===== config.mk =====
export PLATFORM = sky130hd
export DESIGN_NAME = snow_hcompose_row_sched
export DESIGN_NICKNAME = d
export VERILOG_FILES = /design/src/rtl/snow_hcompose_row_sched.sv
export SDC_FILE = /design/constraint.sdc
export NUM_CORES = 1
export LEC_CHECK = 0
export CAP_MARGIN = 40
export CORE_ASPECT_RATIO = 1.1
export CORE_UTILIZATION = 51
export CTS_CLUSTER_SIZE = 10
export DETAILED_ROUTE_END_ITERATION = 10
export PLACE_DENSITY = 0.9
export SLEW_MARGIN = 10
export SYNTH_ARGS = -nofsm -noshare
export SYNTH_HDL_FRONTEND = slang
export SYNTH_SLANG_ARGS = --single-unit

===== constraint.sdc =====
create_clock -name clock -period 4.53 [get_ports clock]
set_input_delay 1.359 -clock clock [delete_from_list [all_inputs] [get_ports clock]]
set_output_delay 1.359 -clock clock [all_outputs]
set_load 0.05 [all_outputs]

===== src/rtl/snow_hcompose_row_sched.sv =====
// Row scheduler for the horizontal 9/7 compose kernel: walks one frame command
// row by row, keeping a single kernel call in flight because rows share temp.
module snow_hcompose_row_sched #(
   parameter int unsigned ELEM_BYTES  = 2,
   parameter int unsigned TIMEOUT_CYC = 1048576
) (
   input  logic        clock,
   input  logic        resetn,
   input  logic        go,
   input  logic [63:0] b_base,
   input  logic [63:0] temp_in,
   input  logic [31:0] width_in,
   input  logic [31:0] height_in,
   input  logic [31:0] stride_in,
   output logic        sched_busy,
   output logic        sched_done,
   output logic        err,
   output logic [31:0] row_idx,
   output logic        k_start,
   input  logic        k_busy,
   output logic [63:0] k_b,
   output logic [63:0] k_temp,
   output logic [31:0] k_width,
   input  logic        k_done,
   output logic        k_stall
);

   typedef enum logic [1:0] {IDLE, ISSUE, WAIT, FINISH} state_t;

   localparam logic [31:0] TIMEOUT_W = 32'(TIMEOUT_CYC);
   localparam logic [63:0] ELEM_W    = 64'(ELEM_BYTES);

   state_t      state, state_next;
   logic [63:0] cur_addr;
   logic [63:0] temp_r;
   logic [63:0] inc_r;
   logic [31:0] width_r;
   logic [31:0] height_r;
   logic [31:0] row_r;
   logic [31:0] wdog;
   logic        err_r;
   logic        last_row;
   logic        timeout_hit;

   assign last_row    = (row_r == height_r - 32'd1);
   assign timeout_hit = (TIMEOUT_W != 32'd0) && (wdog + 32'd1 == TIMEOUT_W);

   always_ff @(posedge clock or negedge resetn) begin
      if (!resetn) state <= IDLE;
      else         state <= state_next;
   end

   // A kernel return in the same cycle as watchdog expiry takes priority.
   always_comb begin
      state_next = state;
      case (state)
         IDLE:   if (go) state_next = (height_in == 32'd0 || width_in == 32'd0) ? FINISH : ISSUE;
         ISSUE:  if (!k_busy) state_next = WAIT;
         WAIT: begin
            if (k_done)           state_next = last_row ? FINISH : ISSUE;
            else if (timeout_hit) state_next = FINISH;
         end
         FINISH: state_next = IDLE;
         default: state_next = IDLE;
      endcase
   end

   always_ff @(posedge clock or negedge resetn) begin
      if (!resetn) begin
         cur_addr <= '0;
         temp_r   <= '0;
         inc_r    <= '0;
         width_r  <= '0;
         height_r <= '0;
         row_r    <= '0;
         wdog     <= '0;
         err_r    <= 1'b0;
      end else begin
         case (state)
            IDLE: begin
               if (go) begin
                  cur_addr <= b_base;
                  temp_r   <= temp_in;
                  width_r  <= width_in;
                  height_r <= height_in;
                  inc_r    <= {32'd0, stride_in} * ELEM_W;
                  row_r    <= '0;
                  wdog     <= '0;
                  err_r    <= 1'b0;
               end else if (k_done) begin
                  err_r <= 1'b1;
               end
            end
            ISSUE: begin
               if (k_done)  err_r <= 1'b1;
               if (!k_busy) wdog  <= '0;
            end
            WAIT: begin
               wdog <= wdog + 32'd1;
               if (k_done) begin
                  if (!last_row) begin
                     row_r    <= row_r + 32'd1;
                     cur_addr <= cur_addr + inc_r;
                  end
               end else if (timeout_hit) begin
                  err_r <= 1'b1;
               end
            end
            FINISH: if (k_done) err_r <= 1'b1;
            default: ;
         endcase
      end
   end

   assign sched_busy = (state != IDLE);
   assign sched_done = (state == FINISH);
   assign k_start    = (state == ISSUE);
   assign k_stall    = (state != WAIT);
   assign k_b        = k_start ? cur_addr : 64'd0;
   assign k_temp     = k_start ? temp_r   : 64'd0;
   assign k_width    = k_start ? width_r  : 32'd0;
   assign row_idx    = row_r;
   assign err        = err_r;

endmodule


==> impl_metrics.csv <==
group,metric,value,unit
synth,syn_inst,2226,
sta,worst_clock_skew,12.66,ps
clock_network,clkLatencyLatePin,530,ps
sta,max_freq,0.2359,GHz
clock_network,cts.repair.resized,0,
detailed_routing,drcViolationCount,0,
job,cap_violations,0,
finish,drive_above_1_share,4.000,%
power,p_total,0.01586,W
setup_path,crit_path_cell_trace,"nor2b_4, buf_12, and2_1, clkdlybuf4s50_1",
sta,hold_viol_final,0,
synth,synth_ff_type,"dfrtp_1",
floorplan,row_count,71,
setup_path,cp_max_fo,161,
power,p_int,0.008276,W
finish,fillers,2615,
sta,tightest_slew,933.1,ps
grt,grt_pass1_wl,94.45,mm
detailed_routing,vias_per_cell,6.029,
grt,grt_max_degree,162,
setup_path,worstPathArrival,2880,ps
synth,yosysWarningCount,0,
clock_network,ctsRootBufferMaster,"clkbuf_16",
finish,fin_nets,2853,
synth,synthesis.nets,2491,
placed_design,dp_cells,2988,
grt,overflow,0,
sta,max_slew_margin,37.22,%
synth,postSynthAreaPerCell,7.988,um^2
grt,grtUsageTotal,33.36,%
outcome,outcome,"finished, final reports clean",
sta,fin_crit_sh,93.56,%
placed_design,hpwl,43.43,mm
power,peakVddDrop,507.4,uV
synth,ys_seq_elements,291,
placed_design,io_buffers,425,
setup_path,critPathSlowestCell,"clkdlybuf4s50_1",
clock_network,tritoncts,"yes",
power,seqPwrFrac,29.4,%
power,switchingPower,0.007588,W
clock_network,cts_htree_levels,2,
hold_path,hp-class,"reg -> reg",
placed_design,place.gp.congestion,0.9979,
synth,synth_area,0.01778,mm^2
floorplan,die_x,180.0,um
clock_network,clock_sinks,291,
setup_path,cpPeakStageDelay,810,ps
finish,layout_commonest_cell,"nand2_1",
clock_network,numCtsBuffers,36,
clock_network,post-cts-setup-buffers,0,
finish,multi_input_comb_area,0.009912,mm^2
synth,synth_edf_count,0,
finish,final_cell_mix,"616 x nand2_1, 423 x clkdlybuf4s50_1, 291 x dfrtp_1",
detailed_routing,wirelength,60.70,mm
detailed_routing,routedWlPerCell,19.93,um
floorplan,num_io_pins,426,
power,swShare,47.83,%
synth,synthDistinctLibCells,76,
clock_network,clk_pin_slew,60,ps
floorplan,core,0.03429,mm^2
floorplan,initial_core_util,51.86,%
setup_path,r2r_slack,690,ps
power,leakage,10.16,nW
detailed_routing,num_vias,18358,
setup_path,required,3170,ps
finish,regArea,0.007282,mm^2
power,power_density,676.1,mW/mm^2
sta,hold_slack,467.5,ps
finish,stdcell_count,3045,
synth,async_reset_ff_share,100.0,%
setup_path,startpoint_type,"flop",
finish,fin_area,0.02347,mm^2
clock_network,cts_hold_buffers,0,
setup_path,path_buf_inv,2,
sta,finalCriticalPeriod,4238,ps
finish,area_delta_synth_final,31.97,%
floorplan,die_h,197.8,um
setup_path,worst_setup_path_end_kind,"primary output",
synth,ys_seq_area_share,40.95,%
sta,rsz0062_at_grt,"false",
sta,maxSlewViolCount,0,
sta,fin_setup_tns,0,ps
power,p_clk_share,16.6,%
setup_path,crit_type,"reg -> out",
setup_path,cp_top_family,"buffers and inverters",
clock_network,cts_max_path_buffers,3,
grt,grt_pass1_vias,17566,
placed_design,dpl_cell_area,0.02242,mm^2
power,comb_power_share,54.0,%
detailed_routing,drt_iter0_markers,1712,
grt,grt_antenna_before_repair,9,
detailed_routing,detail-route-antenna-nets,0,
sta,setup_viol,0,
detailed_routing,drt-pass1-iter-count,6,
floorplan,die_area,0.03562,mm^2
logic make-up (layout without fill, tap and decap cells):
| family | after synthesis | after routing | synth area share (%) |
|---|---|---|---|
| compound gates | 448 | 448 | 16.00 |
| xor+xnor | 71 | 71 | 3.497 |
| fa+ha+maj | 36 | 36 | 2.575 |
| buf+inv | 154 | 528 | 3.539 |
| flops | 291 | 291 | 40.95 |
| mux | 18 | 18 | 1.041 |
| other cells | 0 | 7 | 0 |
| simple gates | 1208 | 1208 | 32.40 |
worst min-delay path, delay by kind of cell (launching register included):
family,cells,cell delay [ps]
DFF,1,330
and+or+nand+nor,2,100
flip-flops by register name (all words and copies together) (netlist names):
name	count
height_r	32
inc_r	32
temp_r	64
row_idx	32
wdog	32
cur_addr	64
err	1
state	2
width_r	32
final timing paths:
kind | cells past startpoint | to | start
max | 4 | k_b[28] | state[1]
max in group asynchronous | 2 | temp_r[28] | resetn
min in group asynchronous | 1 | wdog[16] | resetn
min reg2reg | 2 | width_r[17] | width_r[17]
max reg2reg | 10 | cur_addr[51] | height_r[2]
min | 2 | width_r[17] | width_r[17]
layer usage:
metal  global-route usage [%]  vias to the layer above  wire length (um)  part of all wire, %
li1                         -                     8465                 -                    -
met3                    8.295                      193              5493                  9.0
met1                    41.03                     8707             23690                   39
met2                    54.20                      985             28370                   47
met4                    18.08                        8              3094                  5.1
met5                        0                        -                57                0.094
cell usage after synthesis, drive strengths merged (32+ instances only):
library cell | n | area [um^2]
o21ai | 133 | 665.6
xnor2 | 51 | 446.7
nor2 | 112 | 420.4
nor3 | 41 | 205.2
dfrtp | 291 | 7282
o31ai | 32 | 240.2
clkbuf | 108 | 405.4
nand4 | 43 | 269.0
nand3 | 56 | 285.3
a21oi | 104 | 520.5
ha | 35 | 437.9
nand2 | 618 | 2322
and2 | 183 | 1145
nor4 | 39 | 280.3
power by group through the flow:
stage / combinational [W] / clock [W] / sequential [W]
after floorplan: 0.00617 / 0 / 0.00419
after global placement: 0.00823 / 0 / 0.00459
after detailed placement: 0.00845 / 0 / 0.00464
after CTS: 0.00850 / 0.00267 / 0.00462
after global routing: 0.00930 / 0.00276 / 0.00477
final: 0.00856 / 0.00263 / 0.00467
final cells by class:
class                   instances  share of cell area (%)
multi-input cells            1781                   42.24
flip-flops and latches        291                   31.03
repair buffers                455                   19.56
clock buffers                  46                   4.260
well taps                     438                   2.335
inverters                      23                  0.3786
clock inverters                 4                  0.1173
diodes                          7                 0.07465
metrics by stage:
| stage | utilization, % | setup slack (ps) |
|---|---|---|
| after global routing | 68.40 | 236.3 |
| after floorplan | - | 1105 |
| after CTS | 68.38 | 335.9 |
| after detailed placement | 65.39 | 778.7 |
| after global placement | 65.30 | 848.6 |
| final | 68.43 | 291.7 |
No activity file was read; power rests on OpenSTA's default activity.
